$ cat src/rtl/dsm_pkg.sv
`default_nettype none
// ============================================================================
// Package     : dsm_pkg
// Description : Shared types and defaults for the upsampler / modulator path.
// Revision    : 1.0 - initial release
// ============================================================================
package dsm_pkg;

    localparam int c_DW_DEFAULT    = 20;
    localparam int c_RATIO_DEFAULT = 50;

    typedef enum logic [1:0] {
        ST_IDLE = 2'd0,
        ST_HOLD = 2'd1,
        ST_RUN  = 2'd2
    } state_t;

    function automatic int ceil_log2(input int value);
        int w;
        w = 0;
        while ((1 << w) < value) w++;
        return w;
    endfunction

endpackage
`default_nettype wire

$ cat src/rtl/interp_upsampler_if.sv
`default_nettype none
// ============================================================================
// Interface   : interp_upsampler_if
// Description : Sample-in valid/ready port and per-clock sample-out port.
// Revision    : 1.0 - initial release
// ============================================================================
interface interp_upsampler_if
    import dsm_pkg::*;
#(
    parameter int DW = c_DW_DEFAULT
);
    logic                 linear;
    logic                 in_valid;
    logic                 in_ready;
    logic signed [DW-1:0] in_data;
    logic                 out_valid;
    logic signed [DW-1:0] out_data;
    logic                 out_sos;
    logic                 underrun;

    modport master (
        output linear, in_valid, in_data,
        input  in_ready, out_valid, out_data, out_sos, underrun
    );

    modport slave (
        input  linear, in_valid, in_data,
        output in_ready, out_valid, out_data, out_sos, underrun
    );
endinterface
`default_nettype wire

$ cat src/rtl/interp_seqdiv.sv
`default_nettype none
// ============================================================================
// Module      : interp_seqdiv
// Description : Restoring unsigned divider by constant RATIO, one bit/clock.
// Revision    : 1.0 - initial release
// ============================================================================
module interp_seqdiv
    import dsm_pkg::*;
#(
    parameter int DW    = c_DW_DEFAULT,
    parameter int RATIO = c_RATIO_DEFAULT,
    parameter int PW    = ceil_log2(RATIO)
) (
    input  logic          clock,
    input  logic          reset,
    input  logic          start,
    input  logic [DW-1:0] dividend,
    output logic          done,
    output logic [DW-1:0] quotient,
    output logic [PW-1:0] remainder
);
    localparam int          CW        = ceil_log2(DW + 1);
    localparam logic [PW:0] c_DIVISOR = (PW + 1)'(RATIO);

    logic          r_busy;
    logic          r_done;
    logic [CW-1:0] r_cnt;
    logic [PW-1:0] r_rem;
    logic [DW-1:0] r_quo;

    logic [PW:0]   w_trial;
    logic          w_fits;

    // Dividend bits shift out of the top of r_quo while quotient bits shift in.
    assign w_trial = {r_rem, r_quo[DW-1]};
    assign w_fits  = (w_trial >= c_DIVISOR);

    always_ff @(posedge clock) begin
        if (reset) begin
            r_busy <= 1'b0;
            r_done <= 1'b0;
            r_cnt  <= '0;
            r_rem  <= '0;
            r_quo  <= '0;
        end else if (start) begin
            r_busy <= 1'b1;
            r_done <= 1'b0;
            r_cnt  <= CW'(DW);
            r_rem  <= '0;
            r_quo  <= dividend;
        end else if (r_busy) begin
            r_rem <= PW'(w_fits ? (w_trial - c_DIVISOR) : w_trial);
            r_quo <= {r_quo[DW-2:0], w_fits};
            r_cnt <= r_cnt - 1'b1;
            if (r_cnt == CW'(1)) begin
                r_busy <= 1'b0;
                r_done <= 1'b1;
            end
        end
    end

    assign done      = r_done;
    assign quotient  = r_quo;
    assign remainder = r_rem;

endmodule
`default_nettype wire

$ cat src/rtl/interp_upsampler.sv
`default_nettype none
// ============================================================================
// Module      : interp_upsampler
// Description : Linear / zero-order-hold upsampler, RATIO outputs per input.
// Revision    : 1.0 - initial release
// ============================================================================
module interp_upsampler
    import dsm_pkg::*;
#(
    parameter int DW    = c_DW_DEFAULT,
    parameter int RATIO = c_RATIO_DEFAULT,
    parameter int PW    = ceil_log2(RATIO)
) (
    input logic               clock,
    input logic               reset,
    interp_upsampler_if.slave bus
);
    localparam logic [PW:0]   c_RATIO_W    = (PW + 1)'(RATIO);
    localparam logic [PW-1:0] c_LAST_PHASE = PW'(RATIO - 1);

    state_t               r_state, w_state_nx;
    logic signed [DW-1:0] r_seg_end, w_seg_end_nx;
    logic signed [DW-1:0] r_nxt;
    logic                 r_nxt_full, w_nxt_full_nx;
    logic                 r_nxt_sgn;
    logic [DW-1:0]        r_q;
    logic [PW-1:0]        r_r;
    logic                 r_sgn;
    logic                 r_lin;
    logic [PW-1:0]        r_err, w_err_nx;
    logic [PW-1:0]        r_phase, w_phase_nx;
    logic                 r_out_valid, w_out_valid_nx;
    logic signed [DW-1:0] r_out_data, w_out_data_nx;
    logic                 r_out_sos, w_out_sos_nx;
    logic                 r_underrun, w_underrun_nx;

    logic                 w_accept, w_div_start, w_div_done, w_seg_ready, w_seg_start;
    logic signed [DW:0]   w_diff;
    logic [DW-1:0]        w_mag, w_div_q;
    logic [PW-1:0]        w_div_r;
    logic [PW:0]          w_err_sum;
    logic                 w_wrap;
    logic [DW:0]          w_inc;
    logic signed [DW-1:0] w_ramp;

    assign w_accept    = bus.in_valid && !r_nxt_full;
    assign w_div_start = w_accept && (r_state != ST_IDLE);
    assign w_diff      = {bus.in_data[DW-1], bus.in_data} - {r_seg_end[DW-1], r_seg_end};
    assign w_mag       = DW'(w_diff[DW] ? -w_diff : w_diff);
    assign w_seg_ready = r_nxt_full && w_div_done;

    interp_seqdiv #(.DW(DW), .RATIO(RATIO), .PW(PW)) u_div (
        .clock     (clock),
        .reset     (reset),
        .start     (w_div_start),
        .dividend  (w_mag),
        .done      (w_div_done),
        .quotient  (w_div_q),
        .remainder (w_div_r)
    );

    // Bresenham: spread the remainder so cumulative offset is floor(|d|*k/RATIO).
    assign w_err_sum = {1'b0, r_err} + {1'b0, r_r};
    assign w_wrap    = (w_err_sum >= c_RATIO_W);
    assign w_inc     = {1'b0, r_q} + {{DW{1'b0}}, w_wrap};
    assign w_ramp    = DW'(r_sgn ? ({r_out_data[DW-1], r_out_data} - w_inc)
                                 : ({r_out_data[DW-1], r_out_data} + w_inc));

    always_ff @(posedge clock) begin
        if (reset) r_state <= ST_IDLE;
        else       r_state <= w_state_nx;
    end

    always_comb begin
        w_state_nx     = r_state;
        w_phase_nx     = r_phase;
        w_err_nx       = r_err;
        w_seg_end_nx   = r_seg_end;
        w_nxt_full_nx  = r_nxt_full;
        w_out_valid_nx = r_out_valid;
        w_out_data_nx  = r_out_data;
        w_out_sos_nx   = 1'b0;
        w_underrun_nx  = 1'b0;
        w_seg_start    = 1'b0;
        if (w_div_start) w_nxt_full_nx = 1'b1;
        case (r_state)
            ST_IDLE: begin
                w_out_valid_nx = 1'b0;
                if (w_accept) begin
                    w_seg_end_nx   = bus.in_data;
                    w_out_data_nx  = bus.in_data;
                    w_out_valid_nx = 1'b1;
                    w_state_nx     = ST_HOLD;
                end
            end
            ST_HOLD: begin
                w_out_data_nx = r_seg_end;
                w_seg_start   = w_seg_ready;
            end
            ST_RUN: begin
                if (r_phase == c_LAST_PHASE) begin
                    if (w_seg_ready) begin
                        w_seg_start = 1'b1;
                    end else begin
                        w_underrun_nx = 1'b1;
                        w_state_nx    = ST_HOLD;
                        w_out_data_nx = r_seg_end;
                        w_phase_nx    = '0;
                    end
                end else begin
                    w_phase_nx = r_phase + 1'b1;
                    if (r_lin) begin
                        w_err_nx      = PW'(w_wrap ? (w_err_sum - c_RATIO_W) : w_err_sum);
                        w_out_data_nx = w_ramp;
                    end
                end
            end
            default: w_state_nx = ST_IDLE;
        endcase
        // The start value is emitted from seg_end so every segment begins bit-exactly.
        if (w_seg_start) begin
            w_state_nx     = ST_RUN;
            w_phase_nx     = '0;
            w_err_nx       = '0;
            w_out_sos_nx   = 1'b1;
            w_out_valid_nx = 1'b1;
            w_out_data_nx  = r_seg_end;
            w_seg_end_nx   = r_nxt;
            w_nxt_full_nx  = 1'b0;
        end
    end

    always_ff @(posedge clock) begin
        if (reset) begin
            r_seg_end   <= '0;
            r_nxt       <= '0;
            r_nxt_full  <= 1'b0;
            r_nxt_sgn   <= 1'b0;
            r_q         <= '0;
            r_r         <= '0;
            r_sgn       <= 1'b0;
            r_lin       <= 1'b0;
            r_err       <= '0;
            r_phase     <= '0;
            r_out_valid <= 1'b0;
            r_out_data  <= '0;
            r_out_sos   <= 1'b0;
            r_underrun  <= 1'b0;
        end else begin
            r_seg_end   <= w_seg_end_nx;
            r_nxt_full  <= w_nxt_full_nx;
            r_err       <= w_err_nx;
            r_phase     <= w_phase_nx;
            r_out_valid <= w_out_valid_nx;
            r_out_data  <= w_out_data_nx;
            r_out_sos   <= w_out_sos_nx;
            r_underrun  <= w_underrun_nx;
            if (w_accept) begin
                r_nxt     <= bus.in_data;
                r_nxt_sgn <= w_diff[DW];
            end
            if (w_seg_start) begin
                r_q   <= w_div_q;
                r_r   <= w_div_r;
                r_sgn <= r_nxt_sgn;
                r_lin <= bus.linear;
            end
        end
    end

    assign bus.in_ready  = !r_nxt_full;
    assign bus.out_valid = r_out_valid;
    assign bus.out_data  = r_out_data;
    assign bus.out_sos   = r_out_sos;
    assign bus.underrun  = r_underrun;

endmodule
`default_nettype wire

$ cat src/flat_wrapper.sv
// flat-port wrapper written by rule: the top's interface ports become plain ports
module interp_upsampler_flat import dsm_pkg::*;
#(
    parameter int DW    = c_DW_DEFAULT,
    parameter int RATIO = c_RATIO_DEFAULT,
    parameter int PW    = ceil_log2(RATIO)
)
  (clock, reset, bus_linear, bus_in_valid, bus_in_data, bus_in_ready, bus_out_valid, bus_out_data, bus_out_sos, bus_underrun);
  interp_upsampler_if #(.DW(DW)) bus_i ();
  input logic clock;
  input logic reset;
  input wire logic [$bits(bus_i.linear)-1:0] bus_linear;
  input wire logic [$bits(bus_i.in_valid)-1:0] bus_in_valid;
  input wire logic [$bits(bus_i.in_data)-1:0] bus_in_data;
  output wire logic [$bits(bus_i.in_ready)-1:0] bus_in_ready;
  output wire logic [$bits(bus_i.out_valid)-1:0] bus_out_valid;
  output wire logic [$bits(bus_i.out_data)-1:0] bus_out_data;
  output wire logic [$bits(bus_i.out_sos)-1:0] bus_out_sos;
  output wire logic [$bits(bus_i.underrun)-1:0] bus_underrun;
  assign bus_i.linear = bus_linear;
  assign bus_i.in_valid = bus_in_valid;
  assign bus_i.in_data = bus_in_data;
  assign bus_in_ready = bus_i.in_ready;
  assign bus_out_valid = bus_i.out_valid;
  assign bus_out_data = bus_i.out_data;
  assign bus_out_sos = bus_i.out_sos;
  assign bus_underrun = bus_i.underrun;
  interp_upsampler #(.DW(DW), .RATIO(RATIO), .PW(PW)) u_core (.clock(clock), .reset(reset), .bus(bus_i));
endmodule
$ cat config.mk
export PLATFORM = sky130hd
export DESIGN_NAME = interp_upsampler_flat
export DESIGN_NICKNAME = d
export VERILOG_FILES = /design/src/rtl/dsm_pkg.sv /design/src/rtl/interp_upsampler_if.sv /design/src/rtl/interp_seqdiv.sv /design/src/rtl/interp_upsampler.sv /design/src/flat_wrapper.sv
export SDC_FILE = /design/constraint.sdc
export NUM_CORES = 1
export LEC_CHECK = 0
export CORE_MARGIN = 3
export CORE_UTILIZATION = 45
export DETAILED_ROUTE_END_ITERATION = 8
export HOLD_SLACK_MARGIN = 0.02
export RECOVER_POWER = 50
export SLEW_MARGIN = 0
export SYNTH_ARGS = -nofsm -noshare
export SYNTH_HDL_FRONTEND = slang
export SYNTH_SLANG_ARGS = --single-unit
$ cat constraint.sdc
create_clock -name clock -period 6.9 [get_ports clock]
set_input_delay 1.38 -clock clock [delete_from_list [all_inputs] [get_ports clock]]
set_output_delay 1.38 -clock clock [all_outputs]
set_load 0.1 [all_outputs]
==> impl_results.md, run 1 <==
- Leakage power total: 4.11 nW
- Routed WL: 29800 microns
- CTS tree: built
- Setup crit start kind: flip-flop
- Clock Power Share: 32.2%
- Net switching power: 1.21 mW
- NumNets Final: 1383
- All-Layer GR Usage: 24.5%
- Register area share after synthesis: 28.0%
- Port Buffer Count: 47
- Ys flop type: dfxtp_1
- Worst-path clk slew: 60 ps
- Final hold vios: 0
- Clk_skew: 14.2 ps
- Fillers: 2082
- Hold endpoint: u_core.r_nxt[10]$_SDFFE_PP0P_
- FFs w/ async S/R, synth: 0%
- Hold-fix buffers, CTS: 0
- Wirelength per Cell: 18.8 microns
- Total gr overflow: 0
- Avg Cell Area, Syn: 7.70 sq um
- Crit end category: flip-flop
- Ratio of cells with drive above 1 in the final layout: 6.41%
- Synth unique cells: 91
- Via Count: 9378
- Final ANT Viol Nets: 0
- Yosys reg bits: 140
- RR Endpoint: u_core.bus.out_data[18]$_SDFFE_PP0P_
- Initial Utilization: 46.7%
- Drt initial violations: 721
- Die height: 155 microns
- Vias in the first global route: 8568
- Post-layout power: 3.04 mW
- Cells after Synth: 1298
- Cells on Worst Hold Path: 2
- Worst path max stage delay: 460 ps
- Final setup TNS: 0 ps
- Crit path cell chain: ha_1 > fa_1 > xnor2_1 > ha_1 > nor2b_1 > a21oi_1 > a221o_1 > ha_1 > ha_1 > nand2_2 > nor4_2 > or4_1 > a2111oi_2 > and3_1 > nor2_1 > xor2_1 > ha_1 > nand2_1 > a21oi_1 > and3_1 > a211oi_1 > xnor2_1 > a221oi_1 > o41ai_1
- Status: finished with violations
- PostCTS Resize Cnt: 0
- Unrepaired setup endpoints after global routing: no
- Worst slew pin tran: 2050 ps
- DRT Pass-1 Iters: 5
- Residual DRC: 0
- CTS root buf: clkbuf_16
- Crit Reg-Reg Startpoint: u_core.r_err[0]$_SDFFE_PP0P_
- Synth-to-layout area growth: 11.6%
- Max Fclk: 159 MHz
- Relative slew slack: -36.6%
- Peak supply drop: 0.136 mV
- Crit path top cell by count: ha_1
- Initial antenna violation count: 0
- Via density: 5.92
- Postcts setup bufs: 0
- Core box area: 0.0214 sq mm
- Clock sink count: 140
- Die area: 0.0240 sq mm
- Chip width: 155 microns
- Synth warn: 0
- Reg2reg setup slack: 620 ps
- Max-cap viol count: 3
- Pin count of the biggest net entering global routing: 87
- Tmin final: 6280 ps
- Total CTS buffers: 17
- Worst min-delay path class: reg2reg
- Share of total power in combinational logic: 36.3%
- GP Congestion: 0.920
- Power density over the cells: 272 mW/mm^2
- Ant diodes: 0
- First-pass GRT wire length: 47300 microns
- Setup ws final: 619 ps
- Worst Reg-to-Reg Cells: 24
- Switching share of power: 39.7%
- Pre-CTS WS: 740 ps
- Sequential power share: 31.5%
- Final period util: 91.0%
- Number of synthesized flops with an enable pin: 0
- Crit Path Max Fanout: 9
- Worst-case clock buffer depth: 2
- Row count: 53
- Register area: 0.00280 sq mm
- Worst path slowest cell: a221o_1
- Critical Path AT: 6590 ps
- HP Start: u_core.r_nxt[10]$_SDFFE_PP0P_
- # setup viols final: 0
- H-tree depth: 4
- Int Pwr: 1.83 mW
- Worst Path Required: 7210 ps
- Final Max Tran Viols: 170
- Skew-Pair Late Insertion Delay: 430 ps
- DP HPWL: 21800 microns
- Syn Nets: 1384
- Synth Cell Area: 0.0100 sq mm
- Worst Path Class, Setup: reg2reg
- Violated checks: max-capacitance violations, max-slew violations
- Number of I/O pins: 48
- Area of the multi-input gates: 0.00666 sq mm
registers in the layout (all words and copies together) (netlist names), 2 cells and up:
register / cells
u_core.u_div.quotient: 20
u_core.r_nxt: 20
u_core.r_seg_end: 20
u_core.r_r: 6
u_core.u_div.remainder: 6
u_core.r_state: 2
u_core.bus.out_data: 20
u_core.u_div.r_cnt: 5
u_core.r_q: 20
u_core.r_err: 6
u_core.r_phase: 6
cell families after synthesis:
family | Yosys count | share of synthesized area (%)
AO/OA/AOI/OAI | 373 | 26.0
XOR/XNOR | 88 | 7.71
multiplexers | 18 | 1.86
buffers and inverters | 133 | 5.46
flip-flops | 140 | 28.0
adder cells (fa/ha/maj) | 62 | 7.98
AND/OR/NAND/NOR | 484 | 22.9
placed cells by master (no fill, tap or decap), drive strengths merged, types with 13 or more instances in the layout:
| cell | synthesis | layout |
|---|---|---|
| nor2b | 22 | 22 |
| inv | 53 | 58 |
| nand2 | 176 | 176 |
| dlygate4sd3 | 0 | 25 |
| clkbuf | 63 | 23 |
| a31oi | 13 | 13 |
| o21ai | 44 | 44 |
| nor3 | 32 | 32 |
| a21oi | 119 | 119 |
| xnor2 | 59 | 59 |
| nor2 | 123 | 123 |
| clkdlybuf4s50 | 0 | 21 |
| a21o | 15 | 15 |
| a311oi | 28 | 28 |
| nand3 | 41 | 41 |
| a221oi | 13 | 13 |
| mux2i | 16 | 16 |
| xor2 | 29 | 29 |
| or3 | 14 | 14 |
| a211oi | 48 | 48 |
| dfxtp | 140 | 140 |
| ha | 59 | 59 |
cells in the mapped netlist, types with 4 or more instances:
cell type,instances,area share [%]
nand2b_1,12,0.75
a21boi_0,5,0.38
a41oi_1,4,0.35
a211o_1,4,0.35
and2_1,7,0.44
nand3b_1,4,0.30
nand2_1,174,6.5
nor4_1,6,0.38
buf_6,4,0.45
or2_2,9,0.56
nand3_1,39,2.0
nand4_1,7,0.44
o21bai_1,7,0.53
o21a_1,10,0.75
a22o_1,4,0.35
nor3_1,30,1.5
a21oi_1,118,5.9
a211oi_1,48,3.6
a31oi_1,13,0.81
or3_1,10,0.63
a311oi_1,28,2.5
a221o_1,4,0.40
buf_2,9,0.45
a221oi_1,13,1.1
o31a_1,4,0.35
xnor2_1,59,5.2
nor2b_1,22,1.4
a21o_1,13,0.98
clkbuf_1,62,2.3
o21ai_0,43,2.2
ha_1,59,7.4
nor2_1,121,4.5
xor2_1,29,2.5
o211ai_1,12,0.90
dfxtp_1,140,28
or3_2,4,0.30
inv_1,53,2.0
or4_1,5,0.38
mux2i_1,16,1.6
and3_1,10,0.63
routing by layer:
metal,track usage [%],part of all wire [%]
met1,36.3,49
met2,37.2,43
met3,3.31,6.5
met4,7.02,1.6
met5,0,0
power groups by stage:
stage	clock, mW	sequential (mW)	combinational, mW
final	0.980	0.957	1.10
after global routing	1.03	0.964	1.20
after CTS	0.992	0.956	1.10
after detailed placement	0	0.974	1.10
after global placement	0	0.973	1.09
after floorplan	0	1.09	0.682
critical path: cells and delay by family, from the launching register on:
| family | cells | cell delay [ps] |
|---|---|---|
| fa+ha+maj | 6 | 1760 |
| compound gates | 7 | 1780 |
| xor+xnor | 3 | 690 |
| flops | 1 | 310 |
| simple gates | 8 | 1640 |
area by class of cell:
type                    count  area share, %
inverters                  54           1.82
clock inverters            14           1.66
multi-input cells        1025           59.6
flip-flops and latches    140           25.1
well taps                 275           3.08
repair buffers             59           4.84
clock buffers              18           3.84
per-stage QoR:
| step | std cells | cell area, sq um | hold slack (ps) | utilization [%] |
|---|---|---|---|---|
| 6_report | 1585 | 11200 | 457 | 52.1 |
| 3_5_place_dp | 1553 | 10600 | 449 | 49.4 |
| 2_1_floorplan | 1298 | 10000 | 432 | - |
| 5_1_grt | 1585 | 11200 | 472 | 52.1 |
| 3_3_place_gp | 1553 | 10600 | 443 | 49.4 |
| 4_1_cts | 1585 | 11200 | 459 | 52.3 |
worst max-delay path by stage:
stage	end	slack, ps	start
after global routing	u_core.bus.out_data[12]$_SDFFE_PP0P_	110	u_core.r_err[0]$_SDFFE_PP0P_
final	u_core.bus.out_data[18]$_SDFFE_PP0P_	620	u_core.r_err[0]$_SDFFE_PP0P_
after CTS	u_core.bus.out_data[18]$_SDFFE_PP0P_	700	u_core.r_err[0]$_SDFFE_PP0P_
after global placement	u_core.bus.out_data[18]$_SDFFE_PP0P_	930	u_core.r_err[0]$_SDFFE_PP0P_
after detailed placement	u_core.bus.out_data[18]$_SDFFE_PP0P_	740	u_core.r_err[0]$_SDFFE_PP0P_
after floorplan	u_core.bus.out_data[18]$_SDFFE_PP0P_	1210	u_core.r_err[0]$_SDFFE_PP0P_
Power figures use the tool's default switching activity.
==> run 2: changes to the inputs <==
--- a/config.mk
+++ b/config.mk
@@ -5,6 +5,7 @@
 export SDC_FILE = /design/constraint.sdc
 export NUM_CORES = 1
 export LEC_CHECK = 0
+export CORE_ASPECT_RATIO = 0.75
 export CORE_MARGIN = 3
 export CORE_UTILIZATION = 45
 export DETAILED_ROUTE_END_ITERATION = 8
==> run 2 against run 1 <==
  * The run still ends with max-capacitance violations, max-slew violations left
  * Worst setup slack got worse by 43 ps
  * Combinational power barely moved
  * Sequential share of layout area fell by 0.050 points
  * Routed wire length fell by 0.49%
  * Clock power fell by 3.0%
  * Die area barely moved
  * Sequential cell count did not move
  * Utilization barely moved
  * Sequential power barely moved
  * Worst hold slack got worse by 3.2 ps
  * Critical endpoint unchanged
==> impl_results.md, run 2 (synthesis gave the netlist of run 1 again) <==
- # setup viols final: 0
- Relative slew slack: -154%
- Die height: 135 microns
- Global Route met1 Usage: 38.7%
- Initial antenna violation count: 0
- Residual DRC: 0
- Max Fclk: 158 MHz
- Clk_skew: 12.2 ps
- Status: finished with violations
- Power density over the cells: 268 mW/mm^2
- Net switching power: 1.19 mW
- Final hold vios: 0
- Routed WL: 29700 microns
- Most frequent cells in the layout: nand2_1, dfxtp_1, nor2_1, a21oi_1
- All-Layer GR Usage: 25.0%
- DP HPWL: 21900 microns
- Final ANT Viol Nets: 0
- Final setup TNS: 0 ps
- Ratio of cells with drive above 1 in the final layout: 6.73%
- Vias in the first global route: 8714
- Clock Power Share: 31.8%
- Leakage power total: 4.11 nW
- GRT Max-Usage Layer: met1
- Critical Path AT: 6560 ps
- NumNets Final: 1381
- Final Max Tran Viols: 124
- Row count: 46
- Setup crit start kind: flip-flop
- First-pass GRT wire length: 47200 microns
- Skew-Pair Late Insertion Delay: 430 ps
- Wirelength per Cell: 18.6 microns
- Fin Hold WS: 454 ps
- Unrepaired setup endpoints after global routing: no
- Via density: 5.90
- Violated checks: max-capacitance violations, max-slew violations
- Worst Path Class, Setup: reg2reg
- Synth-to-layout area growth: 11.8%
- Chip width: 178 microns
- M3 GR Usage: 5.28%
- Crit end category: flip-flop
- Die area: 0.0241 sq mm
- Crit Path Max Fanout: 9
- Number of I/O pins: 48
- Share of total power in combinational logic: 36.2%
- Clock sink count: 140
- Peak supply drop: 0.140 mV
- Tmin final: 6320 ps
- Pin count of the biggest net entering global routing: 85
- Worst slew pin tran: 3810 ps
- Drt initial violations: 857
- H-tree depth: 4
- Worst Path Required: 7140 ps
- Core box area: 0.0215 sq mm
- Fillers: 2138
- Total gr overflow: 0
- Switching share of power: 39.7%
- Worst-path clk slew: 70 ps
- Worst-case clock buffer depth: 2
- Total CTS buffers: 17
- Worst min-delay path class: reg2reg
- Max-cap viol count: 2
- CTS tree: built
- Via Count: 9421
- Int Pwr: 1.81 mW
- Most common cell after layout, fill and taps aside: nand2_1
- Ant diodes: 0
- DRT Pass-1 Iters: 5
- CTS root buf: clkbuf_16
- GP Congestion: 0.855
- Initial Utilization: 46.6%
- Port Buffer Count: 47
- Final period util: 91.6%
- GR Util met2: 35.4%
- Sequential power share: 32.0%
run 2: changes by cell type in the layout (fill, tap and decap cells not counted), moves of 2 or more:
| cell | change |
|---|---|
| clkbuf_1 | -3 |
| clkinv_4 | +3 |
| inv_8 | -3 |
| inv_6 | +2 |
run 2: critical path, cell delays in order (launching register included):
cell	delay, ps
dfxtp_1	320
ha_1	220
fa_1	410
xnor2_1	190
ha_1	230
nor2b_1	150
a21oi_1	150
a221o_1	320
ha_1	300
ha_1	350
nand2_2	200
nor3_2	440
xnor2_1	190
nor3_1	490
a31oi_1	170
xor2_1	200
ha_1	260
nor4_1	390
nand2b_1	110
o41ai_1	70
a21oi_1	110
a211oi_1	280
xnor2_1	140
a221oi_1	320
o41ai_1	120
run 2: final timing paths:
kind	from	endpoint	slack, ps	depth (start not counted)
setup / recovery	u_core.r_err[0]$_SDFFE_PP0P_	u_core.bus.out_data[18]$_SDFFE_PP0P_	580	24
hold / removal	u_core.r_nxt[1]$_SDFFE_PP0P_	u_core.r_nxt[1]$_SDFFE_PP0P_	450	2
setup reg to reg	u_core.r_err[0]$_SDFFE_PP0P_	u_core.bus.out_data[18]$_SDFFE_PP0P_	580	24
hold reg to reg	u_core.r_nxt[1]$_SDFFE_PP0P_	u_core.r_nxt[1]$_SDFFE_PP0P_	450	2
run 2: per-stage QoR:
| stage | instance area (sq um) | total power [mW] | cells | utilization [%] | worst slack, ps |
|---|---|---|---|---|---|
| after floorplan | 10000 | 1.78 | 1298 | - | 1210 |
| after CTS | 11200 | 3.00 | 1596 | 52.1 | 623 |
| after detailed placement | 10600 | 2.05 | 1564 | 49.3 | 668 |
| final | 11200 | 2.99 | 1596 | 52.1 | 576 |
| after global routing | 11200 | 3.15 | 1596 | 52.1 | 65.6 |
| after global placement | 10600 | 2.04 | 1564 | 49.3 | 905 |
run 2: cell type report:
cell class	count	area (sq um)	share of cell area (%)
Clock buffer	18	439	3.93
Clock inverter	14	160	1.43
Inverter	54	203	1.81
Multi-Input combinational cell	1025	6680	59.7
Sequential cell	140	2800	25.1
Tap cell	288	360	3.22
Timing Repair Buffer	57	536	4.79
run 2: what timing repair did:
item,CTS,global route
setup endpoints to repair,0,1
hold endpoints to repair,0,0
hold buffers,0,0
gates resized for setup,0,1
setup buffers,0,0
run 2: routing by layer:
layer | share of wire (%) | vias up
li1 | - | 4679
met1 | 52 | 4473
met2 | 41 | 245
met3 | 6.9 | 24
met4 | 0.84 | 0
met5 | 0 | -
run 2: power by group through the flow:
stage	registers, mW	clock network (mW)	logic (mW)
3_3_place_gp	0.974	0	1.07
5_1_grt	0.967	0.996	1.18
4_1_cts	0.957	0.964	1.08
2_1_floorplan	1.09	0	0.682
3_5_place_dp	0.974	0	1.07
6_report	0.959	0.951	1.08
